`config.mk`:
```
export PLATFORM = sky130hd
export DESIGN_NAME = key_pression
export DESIGN_NICKNAME = d
export VERILOG_FILES = /design/src/rtl/key_pression_pkg.sv /design/src/rtl/key_filter.sv /design/src/rtl/key_pression.sv
export SDC_FILE = /design/constraint.sdc
export NUM_CORES = 1
export LEC_CHECK = 0
export BUFFER_PORTS_ARGS = -buffer_cell sky130_fd_sc_hd__buf_2
export CELL_PAD_IN_SITES_DETAIL_PLACEMENT = 2
export CELL_PAD_IN_SITES_GLOBAL_PLACEMENT = 2
export CORE_MARGIN = 3
export CORE_UTILIZATION = 39
export CTS_CLUSTER_DIAMETER = 150
export DETAILED_ROUTE_END_ITERATION = 10
export PLACE_DENSITY_LB_ADDON = 0.1
export REMOVE_ABC_BUFFERS = 1
export SYNTH_ARGS = -nofsm -noshare
export SYNTH_HDL_FRONTEND = slang
export SYNTH_SLANG_ARGS = --single-unit
```
`constraint.sdc`:
```
create_clock -name sysclk -period 2.79 [get_ports sysclk]
set_input_delay 0.1395 -clock sysclk [delete_from_list [all_inputs] [get_ports sysclk]]
set_output_delay 0.1395 -clock sysclk [all_outputs]
set_load 0.02 [all_outputs]
```
`src/rtl/key_pression_pkg.sv`:
```
// Shared defaults and hold-FSM state encoding for the key press classifier.
package key_pression_pkg;

  localparam int KEY_DEBOUNCE_CYC = 1_000_000;  // 20 ms at 50 MHz
  localparam int KEY_LONG_CYC     = 50_000_000; // 1 s at 50 MHz

  typedef enum logic [1:0] {
    IDLE      = 2'd0,
    PRESSED   = 2'd1,
    LONG_WAIT = 2'd2
  } hold_state_e;

endpackage

```
`src/rtl/key_filter.sv`:
```
// One key: 2-FF synchronizer, counter debounce and a hold-time FSM that emits
// exactly one registered short or long pulse per debounced press.
module key_filter
  import key_pression_pkg::*;
#(
  parameter int DEBOUNCE_CYC   = KEY_DEBOUNCE_CYC,
  parameter int LONG_CYC       = KEY_LONG_CYC,
  parameter int KEY_ACTIVE_LOW = 1
) (
  input  logic sysclk,
  input  logic rst,
  input  logic key_raw,
  output logic short_p,
  output logic long_p
);

  localparam int CNT_W  = $clog2(DEBOUNCE_CYC) + 1;
  localparam int HOLD_W = $clog2(LONG_CYC) + 1;

  logic              pressed_raw;
  logic              sync1_q, sync2_q;
  logic              deb_q, deb_d;
  logic [CNT_W-1:0]  cnt_q, cnt_d;
  logic [HOLD_W-1:0] hold_q, hold_d;
  hold_state_e       state_q, state_d;
  logic              short_q, short_d;
  logic              long_q, long_d;

  // Normalise polarity before synchronizing so reset can load "released" as 0.
  assign pressed_raw = (KEY_ACTIVE_LOW != 0) ? ~key_raw : key_raw;

  always_comb begin
    deb_d = deb_q;
    cnt_d = '0;
    if (sync2_q != deb_q) begin
      if (cnt_q == CNT_W'(DEBOUNCE_CYC - 1)) begin
        deb_d = sync2_q;
      end else begin
        cnt_d = cnt_q + CNT_W'(1);
      end
    end
  end

  always_comb begin
    state_d = state_q;
    hold_d  = hold_q;
    short_d = 1'b0;
    long_d  = 1'b0;
    unique case (state_q)
      IDLE: begin
        if (deb_q) begin
          state_d = PRESSED;
          hold_d  = '0;
        end
      end
      PRESSED: begin
        if (!deb_q) begin
          short_d = 1'b1;
          state_d = IDLE;
        end else if (hold_q == HOLD_W'(LONG_CYC - 1)) begin
          long_d  = 1'b1;
          state_d = LONG_WAIT;
        end else if (hold_q != '1) begin
          hold_d = hold_q + HOLD_W'(1);
        end
      end
      LONG_WAIT: begin
        // Release after a long press is silent.
        if (!deb_q) state_d = IDLE;
      end
      default: state_d = IDLE;
    endcase
  end

  always_ff @(posedge sysclk) begin
    if (rst) begin
      sync1_q <= 1'b0;
      sync2_q <= 1'b0;
      deb_q   <= 1'b0;
      cnt_q   <= '0;
      hold_q  <= '0;
      state_q <= IDLE;
      short_q <= 1'b0;
      long_q  <= 1'b0;
    end else begin
      sync1_q <= pressed_raw;
      sync2_q <= sync1_q;
      deb_q   <= deb_d;
      cnt_q   <= cnt_d;
      hold_q  <= hold_d;
      state_q <= state_d;
      short_q <= short_d;
      long_q  <= long_d;
    end
  end

  assign short_p = short_q;
  assign long_p  = long_q;

endmodule

```
`src/rtl/key_pression.sv`:
```
// Two independent key filters turning raw board keys into single-cycle
// short/long press events for the clock controller.
module key_pression
  import key_pression_pkg::*;
#(
  parameter int DEBOUNCE_CYC   = KEY_DEBOUNCE_CYC,
  parameter int LONG_CYC       = KEY_LONG_CYC,
  parameter int KEY_ACTIVE_LOW = 1
) (
  input  logic sysclk,
  input  logic rst,
  input  logic key1,
  input  logic key0,
  output logic short_pression1,
  output logic long_pression1,
  output logic short_pression0,
  output logic long_pression0
);

  key_filter #(
    .DEBOUNCE_CYC  (DEBOUNCE_CYC),
    .LONG_CYC      (LONG_CYC),
    .KEY_ACTIVE_LOW(KEY_ACTIVE_LOW)
  ) u_key1 (
    .sysclk (sysclk),
    .rst    (rst),
    .key_raw(key1),
    .short_p(short_pression1),
    .long_p (long_pression1)
  );

  key_filter #(
    .DEBOUNCE_CYC  (DEBOUNCE_CYC),
    .LONG_CYC      (LONG_CYC),
    .KEY_ACTIVE_LOW(KEY_ACTIVE_LOW)
  ) u_key0 (
    .sysclk (sysclk),
    .rst    (rst),
    .key_raw(key0),
    .short_p(short_pression0),
    .long_p (long_pression0)
  );

endmodule

```
After elaboration in Yosys (flattened, before gate mapping):

Cells that the tools add are included.

* $add $sub $neg: 4
* reduce and logical (&&, ||, !) cells: 16
* equality and inequality tests: 24
* multiplexer cells: 24
* bitwise gates (word level): 8

Operator list (number)
* $mux W27: 8
* $pmux W27 S2: 2
* $add A27 B1 Y27 const B: 2
* $eq A27 B26 Y1 const B: 2
* $ne A27 B27 Y1 const B: 2
* $add A21 B1 Y21 const B: 2
* $eq A21 B20 Y1 const B: 2
* $mux W2: 8
* $ne A2 B1 Y1 const B: 6
* $pmux W2 S3: 2
* $reduce_or A3 Y1: 4
* $reduce_and A5 Y1: 2
* $ne A2 B2 Y1 const B: 4
* $not A1 Y1: 8
* $ne A3 B3 Y1 const B: 2
* $reduce_and A3 Y1: 2
* $eq A2 B1 Y1 const B: 2
* $eq A2 B2 Y1 const B: 2
* $logic_not A2 Y1: 2
* $mux W1: 4
* $reduce_and A2 Y1: 2
* $reduce_bool A2 Y1: 2
* $reduce_or A2 Y1: 2
* $ne A1 B1 Y1: 2

* output and inout bits: 4
* logic and storage cells: 92
* register bits: 110
* bits of input ports: 4

Longest topological paths before layout:

Gate-level depths: netlist (run 1).

* word-level depth: 5
* depth in mapped cells: 9
* depth with buffers taken out: 7

By module:

From an unflattened synthesis (run 1), not the netlist that was laid out.

* cell total of the unflattened synthesis: 650
* area total of the unflattened synthesis: 5457.7 sq um

By module, submodules not included
* key_filter at u_key0: instances 1, cells each 328, area an instance 2840.2 sq um, sequential area each 1101.1 sq um
* key_filter at u_key1: instances 1, cells each 322, area an instance 2617.5 sq um, sequential area each 1101.1 sq um

Worst setup path after synthesis (run 1):

OpenSTA, ideal clock, no wires.

* kind: register -> register
* start: reg u_key0.hold_q[0]
* end: reg u_key0.hold_q[20]
* library setup time: 120 ps
* arrival time: 1943 ps
* buffers on the path: 1
* path slack: 727 ps
* required time: 2670 ps
* cell stages (with the launch flop): 9
* clock period less this slack: 2063 ps
* cells stage by stage: dfxtp_1 > ha_1 > nand4_2 > nor4_2 > nand4_2 > and3_1 > buf_6 > and3_4 > a211o_1

* cells in the longest elaborated chain, start to end: 5
* elaborated cells between the ends (all ways): 10
* those cells by class: add/sub: 1; eq/ne: 4; mux: 4; reduce/logical: 1

RTL lines
* start: declaration: RTL line key_filter.sv:24 `logic [HOLD_W-1:0] hold_q, hold_d;`
* start signal: assignment: RTL line key_filter.sv:90 `hold_q <= hold_d;`
* $add A27 B1 Y27: RTL line key_filter.sv:64 `hold_d = hold_q + HOLD_W'(1);`
* $mux W27: RTL line key_filter.sv:63 `end else if (hold_q != '1) begin`
* $mux W27: RTL line key_filter.sv:60 `end else if (hold_q == HOLD_W'(LONG_CYC - 1)) begin`
* $mux W27: RTL line key_filter.sv:57 `if (!deb_q) begin`
* $pmux W27 S2: RTL line key_filter.sv:49 `unique case (state_q)`

Parallel ways exist; a longest one is shown, timed or not. The select of a mux whose other input is x is not followed.
A chain may end at the register's enable or synchronous reset.

Final worst setup path (run 1):

* start: reg u_key1.hold_q[0]
* end: reg u_key1.hold_q[13]

* cells in the longest elaborated chain, start to end: 5
* elaborated cells between the ends (all ways): 10
* those cells by class: add/sub: 1; eq/ne: 4; mux: 4; reduce/logical: 1

RTL lines (RTL line)
* start: declaration: key_filter.sv:24
* start signal: assignment: key_filter.sv:90
* $add A27 B1 Y27: key_filter.sv:64
* $mux W27: key_filter.sv:63
* $mux W27: key_filter.sv:60
* $mux W27: key_filter.sv:57
* $pmux W27 S2: key_filter.sv:49

Parallel ways exist; a longest one is shown, timed or not. The select of a mux whose other input is x is not followed.

==> results.py, run 1 <==
metrics = {
    "worst_hold_path": {
        "worstHoldPathCells": 5,
        "hp-class": "input port to flop",
    },
    "sta": {
        "period_share": 0.896,
        "layout_min_cycle_time_ns": 2.50,
        "hold_slack_ns": 0.288,
        "rsz0062_at_grt": "no",
        "fin_worst_skew_ns": 0.00525,
        "finalMaxSlewViolations": 0,
        "final.setup.tns_ns": 0,
        "worst_slew_pin_slew_ns": 0.700,
        "max_freq_ghz": 0.400,
        "hold_viol": 0,
        "setup_viol": 0,
        "slew_headroom": 0.530,
    },
    "clock_network": {
        "ctsLongestPathBuffers": 2,
        "clkTransAtPathRegs_ns": 0.07,
        "cts_resized": 0,
        "cts_tree": "built",
        "ctsHoldBuffers": 2,
        "cts_root_buf": "clkbuf_16",
        "post-cts-setup-buffers": 0,
        "cts.sinks": 110,
        "cts_buffers": 9,
        "insertion_delay_ns": 0.36,
        "h-tree-depth": 3,
    },
    "power": {
        "pwr-share-seq": 0.537,
        "intPower_w": 0.00228,
        "clkPwrFrac": 0.447,
        "ir_drop_mv": 0.368,
        "power.leakage_nw": 2.09,
        "switching_share": 0.221,
        "power.switching_w": 0.000649,
        "combPwrFrac": 0.017,
        "cellPowerDensity_nw_per_um2": 498,
    },
    "run": {
        "maxCapViolCount": 0,
    },
    "placement": {
        "place.gp.congestion": 0.831,
        "io_buffers": 7,
        "hpwl_um": 10500,
        "postPlaceCellArea_um2": 5590,
    },
    "die": {
        "die-area_um2": 15200,
        "die_x_um": 123,
        "coreArea_um2": 13300,
        "fp-row-count": 42,
        "die_h_um": 123,
        "io_pins": 8,
        "start_util": 0.402,
    },
    "logic_synthesis": {
        "ys_warn_count": 0,
        "synth.distinct_cells": 57,
        "synthArstFlopShare": 0,
        "avgSynthCellArea_um2": 8.46,
        "syn_inst": 635,
        "ys_seq_area_frac": 0.410,
        "synthFlopType": "dfxtp_1",
        "synth_edf_count": 0,
        "ys_ff_latch": 110,
        "synth_area_um2": 5370,
    },
    "setup_path": {
        "crit_path_max_fanout": 15,
        "crit_path_start_kind": "flop",
        "cp.required_ns": 3.08,
        "criticalPathCategory": "flop to flop",
        "reg2regPathDepth": 7,
        "critical_path_arrival_ns": 2.79,
        "crit_path_end_kind": "flop",
    },
    "layout": {
        "syn2layout_area_growth_pct": 9.76,
        "drive_gt1_frac": 0.0963,
        "design_area_um2": 5890,
        "final_cell_mix": "dfxtp_1 (110), nor2_1 (71), nand2_1 (60)",
        "final_common_cell": "dfxtp_1",
        "multiInputGateArea_um2": 2990,
        "register_area_um2": 2200,
        "fin_nets": 648,
        "n_antenna_cell": 0,
        "fillers": 1519,
    },
    "routing": {
        "via_per_inst": 5.69,
        "vias": 4668,
        "first_iter_violations": 224,
        "drtPass1Iterations": 4,
        "drc": 0,
        "antenna_left": 0,
        "wire_per_inst_um": 18.2,
        "wl_um": 14900,
    },
    "global_route": {
        "grt_start_max_net_pins": 27,
        "grt.overflow.total": 0,
        "grt.total_usage": 0.208,
        "grt_pass1_vias": 4971,
        "grt_pass1_wl_um": 25300,
        "antenna_found_initial": 0,
    },
    "outcome": {
        "outcome": "completed",
    },
}
==> worst max-delay path: stages, from the launching register on <==
cell and delay (ns):
dfxtp_1 0.33, ha_1 0.24, and3_4 0.21, nand3_2 0.14, nor3_1 0.10, or4_1 0.84, or3_1 0.47, o21ai_1 0.09
==> cells by family (layout without fill, tap and decap cells) <==
group,after synthesis,in the layout,synth area share
compound gates,108,108,0.132
fa+ha+maj,4,4,0.00932
flops,110,110,0.410
simple gates,328,328,0.338
mux,9,9,0.0172
buf+inv,39,48,0.0333
xor+xnor,37,37,0.0603
==> registers in the layout (all words and copies together) (netlist names) <==
name / flops
u_key0.cnt_q: 21
u_key0.deb_q: 1
u_key0.hold_q: 27
u_key0.long_p: 1
u_key0.short_p: 1
u_key0.state_q: 2
u_key0.sync1_q: 1
u_key0.sync2_q: 1
u_key1.cnt_q: 21
u_key1.deb_q: 1
u_key1.hold_q: 27
u_key1.long_p: 1
u_key1.short_p: 1
u_key1.state_q: 2
u_key1.sync1_q: 1
u_key1.sync2_q: 1
==> worst paths after layout <==
check	start	endpoint	slack (ns)
max	u_key1.hold_q[0]$_SDFFE_PP0P_	u_key1.hold_q[13]$_SDFFE_PP0P_	0.29
min	rst	u_key1.short_p$_SDFF_PP0_	0.29
max reg2reg	u_key1.hold_q[0]$_SDFFE_PP0P_	u_key1.hold_q[13]$_SDFFE_PP0P_	0.29
min reg2reg	u_key1.sync1_q$_SDFF_PP0_	u_key1.sync2_q$_SDFF_PP0_	0.46
==> Yosys cell counts, drive strengths merged, types with 3 or more instances <==
library cell | number | share of area
o41ai | 3 | 0.0049
nor2 | 72 | 0.051
o21ai | 34 | 0.032
buf | 13 | 0.015
and2 | 8 | 0.0093
xnor2 | 16 | 0.026
mux2i | 7 | 0.013
inv | 11 | 0.0077
nor4 | 15 | 0.027
xor2 | 21 | 0.034
ha | 4 | 0.0093
a21oi | 18 | 0.017
a31oi | 5 | 0.0058
o31ai | 6 | 0.0093
nand2b | 5 | 0.0058
o21a | 4 | 0.0056
a21o | 10 | 0.014
and4 | 9 | 0.015
or4 | 7 | 0.0098
dfxtp | 110 | 0.41
nor4b | 5 | 0.0082
o211ai | 7 | 0.0098
nand4 | 21 | 0.030
a21boi | 4 | 0.0056
nor3b | 4 | 0.0056
clkbuf | 15 | 0.011
nand3 | 45 | 0.045
and3 | 25 | 0.032
or3 | 12 | 0.014
nor3 | 28 | 0.028
a22o | 7 | 0.011
nand2 | 60 | 0.042
a211o | 5 | 0.0082
nor2b | 6 | 0.0070
==> layer usage <==
layer  global-route usage  share of wire  vias up
met1                0.262           0.47     2318
li1                     -              -     2302
met2                0.365           0.49       34
met5                    0              0        -
met3               0.0439          0.022       14
met4               0.0464          0.012        0
==> area by class of cell <==
| type | instances | area share |
|---|---|---|
| clock buffers | 10 | 0.0388 |
| clock inverters | 5 | 0.0102 |
| well taps | 176 | 0.0374 |
| flip-flops and latches | 110 | 0.374 |
| multi-input cells | 486 | 0.507 |
| inverters | 11 | 0.00700 |
| repair buffers | 22 | 0.0259 |
==> power by group through the flow <==
| stage | Clock, W | Sequential, W | Combinational [W] |
|---|---|---|---|
| 3_5_place_dp | 0 | 0.00161 | 0.0000473 |
| 2_1_floorplan | 0 | 0.00161 | 0.0000233 |
| 6_report | 0.00131 | 0.00157 | 0.0000486 |
| 5_1_grt | 0.00141 | 0.00157 | 0.0000550 |
| 3_3_place_gp | 0 | 0.00161 | 0.0000456 |
| 4_1_cts | 0.00135 | 0.00157 | 0.0000495 |
==> metrics by stage <==
| stage | power (W) | setup slack [ns] | std cells | util |
|---|---|---|---|---|
| 2_1_floorplan | 0.00163 | 0.477 | 607 | - |
| 3_3_place_gp | 0.00166 | 0.406 | 803 | 0.418 |
| 3_5_place_dp | 0.00166 | 0.310 | 803 | 0.418 |
| 4_1_cts | 0.00297 | 0.282 | 820 | 0.442 |
| 5_1_grt | 0.00304 | 0.159 | 820 | 0.442 |
| 6_report | 0.00293 | 0.290 | 820 | 0.442 |
(Power assumes the default switching activity.)
==> inputs of run 2 (changes only) <==
==> constraint.sdc (replaced) <==
create_clock -name sysclk -period 2.79 [get_ports sysclk]
set_input_delay 0.558 -clock sysclk [delete_from_list [all_inputs] [get_ports sysclk]]
set_output_delay 0.558 -clock sysclk [all_outputs]
set_load 0.02 [all_outputs]
==> run 2 against run 1 <==
Via count up 0.66%. Final area down 0.53%. Routed wire length is 0.81% lower. Register-to-register slack gained 0.09 ns. Clock skew is 0.0031 ns higher. Combinational power is 6.2% lower. Critical path type unchanged. Largest cell class unchanged. Highest routed layer unchanged.
==> results.py, run 2 (synthesis results as in run 1) <==
metrics = {
    "outcome": {
        "outcome": "completed",
    },
    "clock_network": {
        "clkTransAtPathRegs_ns": 0.08,
        "ctsLongestPathBuffers": 2,
        "cts_root_buf": "clkbuf_16",
        "cts_buffers": 9,
        "cts_resized": 0,
        "ctsHoldBuffers": 0,
        "post-cts-setup-buffers": 0,
        "insertion_delay_ns": 0.35,
        "cts_tree": "built",
        "cts.sinks": 110,
        "h-tree-depth": 3,
    },
    "placement": {
        "hpwl_um": 10500,
        "io_buffers": 7,
        "dp.cells": 802,
        "place.gp.congestion": 0.797,
        "postPlaceCellArea_um2": 5580,
    },
    "layout": {
        "fin_cells": 818,
        "drive_gt1_frac": 0.0950,
        "design_area_um2": 5860,
        "fillers": 1523,
        "fin_nets": 645,
        "largestRegisters": "u_key0.hold_q: 27 flops, u_key1.hold_q: 27 flops",
        "final_common_cell": "dfxtp_1",
        "syn2layout_area_growth_pct": 9.18,
        "final_cell_mix": "dfxtp_1 (110), nor2_1 (71), nand2_1 (60)",
        "n_antenna_cell": 0,
    },
    "setup_path": {
        "reg2regPathDepth": 8,
        "rrSetupSlack_ns": 0.38,
        "r2r-end": "u_key0.hold_q[2]$_SDFFE_PP0P_",
        "crit_path_max_fanout": 8,
        "crit_path_end_kind": "flop",
        "criticalPathCategory": "flop to flop",
        "endpoint": "u_key0.hold_q[2]$_SDFFE_PP0P_",
        "cp_top_family": "simple AND/OR/NAND/NOR gates",
        "path_cells": "ha_1 -> nand4_2 -> nor4_2 -> nand4_2 -> nand3_1 -> buf_4 -> a2bb2oi_1 -> mux2i_1",
        "critPathMaxStageDelay_ns": 0.39,
        "crit_cells": 8,
        "crit_path_start_kind": "flop",
        "critPathMostFrequentCell": "nand4_2",
        "crit_slowest_cell": "dfxtp_1",
        "crit_start": "u_key0.hold_q[1]$_SDFFE_PP0P_",
        "cp_num_buf_inv": 1,
        "cp.required_ns": 3.03,
        "critical_path_arrival_ns": 2.64,
        "timing.rr.start": "u_key0.hold_q[1]$_SDFFE_PP0P_",
    },
    "die": {
        "fp-row-count": 42,
        "io_pins": 8,
        "die-area_um2": 15200,
        "start_util": 0.402,
        "coreArea_um2": 13300,
        "die_x_um": 123,
        "die_h_um": 123,
    },
    "power": {
        "ir_drop_mv": 0.316,
        "power_w": 0.00289,
        "cellPowerDensity_nw_per_um2": 493,
        "power.leakage_nw": 2.07,
    },
    "sta": {
        "setup_viol": 0,
        "hold_viol": 0,
        "finalMaxSlewViolations": 0,
        "final.setup.tns_ns": 0,
        "rsz0062_at_grt": "no",
        "worst_slew_pin_slew_ns": 1.04,
        "fin_worst_skew_ns": 0.00835,
        "hold_slack_ns": 0.354,
        "slew_headroom": 0.298,
        "layout_min_cycle_time_ns": 2.41,
        "period_share": 0.864,
        "max_freq_ghz": 0.415,
    },
    "routing": {
        "antenna_left": 0,
        "vias": 4699,
        "wl_um": 14800,
        "drc": 0,
        "wire_per_inst_um": 18.1,
        "first_iter_violations": 216,
        "via_per_inst": 5.74,
        "drtPass1Iterations": 4,
    },
    "global_route": {
        "grt.total_usage": 0.206,
        "grt_pass1_wl_um": 25300,
        "grt_start_max_net_pins": 26,
        "grt_pass1_vias": 5038,
        "antenna_found_initial": 0,
        "grt.overflow.total": 0,
    },
    "worst_hold_path": {
        "hp-class": "input port to flop",
    },
    "run": {
        "maxCapViolCount": 0,
    },
}
-- run 2: how the worst min path moves through the flow --
| stage | startpoint | endpoint | depth (start not counted) |
|---|---|---|---|
| 2_1_floorplan | u_key0.sync1_q$_SDFF_PP0_ | u_key0.sync2_q$_SDFF_PP0_ | 1 |
| 3_3_place_gp | u_key0.sync1_q$_SDFF_PP0_ | u_key0.sync2_q$_SDFF_PP0_ | 1 |
| 3_5_place_dp | u_key1.sync1_q$_SDFF_PP0_ | u_key1.sync2_q$_SDFF_PP0_ | 1 |
| 4_1_cts | key0 | u_key0.sync1_q$_SDFF_PP0_ | 2 |
| 5_1_grt | key1 | u_key1.sync1_q$_SDFF_PP0_ | 2 |
| 6_report | key0 | u_key0.sync1_q$_SDFF_PP0_ | 2 |
-- run 2: layout make-up --
class	instances	area, um^2	share of cell area
Clock inverter	3	25.0	0.00427
Timing Repair Buffer	19	125	0.0213
Multi-Input combinational cell	486	2990	0.510
Tap cell	176	220	0.0376
Sequential cell	110	2200	0.376
Inverter	11	41.3	0.00704
Clock buffer	13	260	0.0444
-- run 2: layer usage --
metal,up-vias,global-route usage,part of all wire
met5,-,0,0
met4,0,0.0388,0.0078
met2,27,0.371,0.51
met3,9,0.0435,0.018
li1,2290,-,-
met1,2373,0.254,0.46
-- run 2: through the flow --
stage	utilization	setup slack [ns]
2_1_floorplan	-	0.477
3_3_place_gp	0.418	0.512
3_5_place_dp	0.418	0.412
4_1_cts	0.439	0.365
5_1_grt	0.439	0.159
6_report	0.439	0.381
-- run 2: where the power goes --
part           leakage, nW  internal (W)  switching [W]
registers            0.886       0.00157     0.00000237
logic                 1.05     0.0000134      0.0000321
clock network        0.137      0.000664       0.000608
-- run 2: worst reg2reg max path, cell delays in order, from the launching register on --
cell and delay, ns:
dfxtp_1 0.39, ha_1 0.32, nand4_2 0.19, nor4_2 0.31
nand4_2 0.21, nand3_1 0.36, buf_4 0.23, a2bb2oi_1 0.18
mux2i_1 0.09
==> inputs of run 3 (changes only) <==
--- a/config.mk
+++ b/config.mk
@@ -8,11 +8,13 @@
 export BUFFER_PORTS_ARGS = -buffer_cell sky130_fd_sc_hd__buf_2
 export CELL_PAD_IN_SITES_DETAIL_PLACEMENT = 2
 export CELL_PAD_IN_SITES_GLOBAL_PLACEMENT = 2
+export CORE_ASPECT_RATIO = 1.5
 export CORE_MARGIN = 3
-export CORE_UTILIZATION = 39
+export CORE_UTILIZATION = 35
 export CTS_CLUSTER_DIAMETER = 150
 export DETAILED_ROUTE_END_ITERATION = 10
 export PLACE_DENSITY_LB_ADDON = 0.1
+export RECOVER_POWER = 25
 export REMOVE_ABC_BUFFERS = 1
 export SYNTH_ARGS = -nofsm -noshare
 export SYNTH_HDL_FRONTEND = slang
==> constraint.sdc (replaced) <==
create_clock -name sysclk -period 1.95 [get_ports sysclk]
set_input_delay 0.39 -clock sysclk [delete_from_list [all_inputs] [get_ports sysclk]]
set_output_delay 0.39 -clock sysclk [all_outputs]
set_load 0.02 [all_outputs]
==> run 3 against run 2 <==
The run now ends with negative setup slack left. Die area rose by 11%. Routed wire length rose by 34%. Clock power rose by 55%. Final area rose by 22%. Fmax rose by 17%. Combinational power rose by 79%. Clock-buffer cell count fell by 4. Setup slack got worse by 0.50 ns. Hold slack got worse by 0.18 ns. Critical path type unchanged. Largest power group unchanged.
==> results.py, run 3 (synthesis results as in run 1) <==
metrics = {
    "outcome": {
        "outcome": "complete, but fails checks",
        "violations": "negative setup slack",
    },
    "placement": {
        "hpwl_um": 12900,
        "dp.cells": 911,
        "place.gp.congestion": 0.790,
        "io_buffers": 7,
    },
    "layout": {
        "final_cell_mix": "buf_4 (105), dfxtp_1 (84), nor2_1 (71)",
        "n_antenna_cell": 0,
        "final_common_cell": "buf_4",
        "fin_nets": 753,
        "largestRegisters": "u_key0.hold_q: 27 flops, u_key1.hold_q: 27 flops",
        "drive_gt1_frac": 0.314,
        "fillers": 1586,
        "syn2layout_area_growth_pct": 33.5,
        "register_area_um2": 2240,
        "fin_cells": 945,
        "multiInputGateArea_um2": 3340,
    },
    "power": {
        "ir_drop_mv": 0.377,
        "cellPowerDensity_nw_per_um2": 600,
        "power.leakage_nw": 2.74,
        "power_w": 0.00430,
    },
    "setup_path": {
        "crit_path_max_fanout": 5,
        "critical_path_arrival_ns": 2.36,
        "crit_path_start_kind": "flop",
        "cp.required_ns": 2.24,
        "reg2regPathDepth": 8,
        "criticalPathCategory": "flop to flop",
        "crit_path_end_kind": "flop",
        "rrSetupSlack_ns": -0.12,
    },
    "clock_network": {
        "insertion_delay_ns": 0.37,
        "cts_buffers": 9,
        "h-tree-depth": 3,
        "cts_tree": "built",
        "cts_root_buf": "clkbuf_16",
        "ctsLongestPathBuffers": 2,
        "clkTransAtPathRegs_ns": 0.08,
        "cts.sinks": 110,
    },
    "global_route": {
        "antenna_found_initial": 0,
        "grt_pass1_wl_um": 30200,
        "grt.total_usage": 0.224,
        "grt_pass1_vias": 5985,
        "grt.overflow.total": 0,
        "grt_start_max_net_pins": 26,
    },
    "sta": {
        "slew_headroom": 0.371,
        "layout_min_cycle_time_ns": 2.07,
        "fin_worst_skew_ns": 0.00931,
        "hold_viol": 0,
        "finalMaxSlewViolations": 0,
        "max_freq_ghz": 0.484,
        "worst_slew_pin_slew_ns": 0.943,
        "setup_viol": 22,
        "worst_slack_ns": -0.117,
        "rsz0062_at_grt": "yes",
        "period_share": 1.06,
    },
    "routing": {
        "via_per_inst": 5.62,
        "wire_per_inst_um": 21.0,
        "drc": 0,
        "wl_um": 19900,
        "antenna_left": 0,
        "vias": 5309,
        "first_iter_violations": 159,
        "drtPass1Iterations": 4,
    },
    "worst_hold_path": {
        "worstHoldPathCells": 2,
        "hp-class": "input port to flop",
    },
    "die": {
        "die_x_um": 107,
        "fp-row-count": 54,
        "coreArea_um2": 14800,
        "io_pins": 8,
        "die-area_um2": 16900,
        "die_h_um": 158,
        "start_util": 0.363,
    },
    "run": {
        "maxCapViolCount": 0,
    },
}
run 3: changes by cell type in the layout (fill, tap and decap cells not counted), moves of 5 or more:
cell | before | now
nor4_4 | 1 | 6
dfxtp_1 | 110 | 84
nand4_2 | 5 | 0
dfxtp_2 | 0 | 23
buf_2 | 7 | 2
or4_1 | 7 | 2
buf_4 | 12 | 105
nor3_1 | 26 | 19
or4_4 | 0 | 5
nand3_1 | 42 | 36
o21ai_0 | 29 | 24
clkbuf_1 | 2 | 7
buf_6 | 0 | 10
run 3: repair_timing:
item / 4_1_cts / 5_1_grt
gates resized for setup: 41 / 74
gates cloned: 0 / 1
pin swaps: 5 / 16
hold buffers: 0 / 0
setup buffers: 5 / 13
setup endpoints to repair: 43 / 73
run 3: path summary, 6_finish.rpt:
| check | startpoint | end |
|---|---|---|
| max | u_key1.hold_q[1]$_SDFFE_PP0P_ | u_key1.hold_q[14]$_SDFFE_PP0P_ |
| min | key0 | u_key0.sync1_q$_SDFF_PP0_ |
| max reg2reg | u_key1.hold_q[1]$_SDFFE_PP0P_ | u_key1.hold_q[14]$_SDFFE_PP0P_ |
| min reg2reg | u_key1.sync1_q$_SDFF_PP0_ | u_key1.sync2_q$_SDFF_PP0_ |
run 3: final cells by class:
cell class | count | area share
multi-input cells | 486 | 0.465
flip-flops and latches | 110 | 0.313
repair buffers | 127 | 0.139
well taps | 196 | 0.0342
clock buffers | 9 | 0.0314
clock inverters | 6 | 0.0113
inverters | 11 | 0.00576
run 3: critical path: stages, from the launching register on:
cell	delay, ns
dfxtp_2	0.35
ha_4	0.16
and3_4	0.19
nand3_4	0.12
nor4_4	0.06
or4_4	0.50
buf_6	0.15
or3_1	0.34
o21ai_1	0.11
run 3: per-layer routing:
layer,up-vias,global-route usage,share of wire
li1,2511,-,-
met1,2689,0.223,0.37
met2,64,0.459,0.58
met3,45,0.0188,0.014
met4,0,0.103,0.035
met5,-,0,0
run 3: power by group:
part           internal (W)  switching (W)  total (W)
logic             0.0000279      0.0000538  0.0000817
registers           0.00224     0.00000281    0.00225
clock network       0.00102       0.000957    0.00197
total               0.00329        0.00101    0.00430
run 3: through the flow:
stage               TNS (ns)  cell area, um^2  setup slack [ns]  hold WS (ns)  utilization
finish                -0.943             7170            -0.117         0.169        0.484
detailed placement     -2.75             6310            -0.174         0.439        0.426
CTS                   -0.110             6810           -0.0441         0.161        0.460
global route           -4.53             7170            -0.178         0.170        0.484
floorplan              -8.31             5230            -0.363         0.414            -
global placement      -0.885             6310            -0.111         0.421        0.426
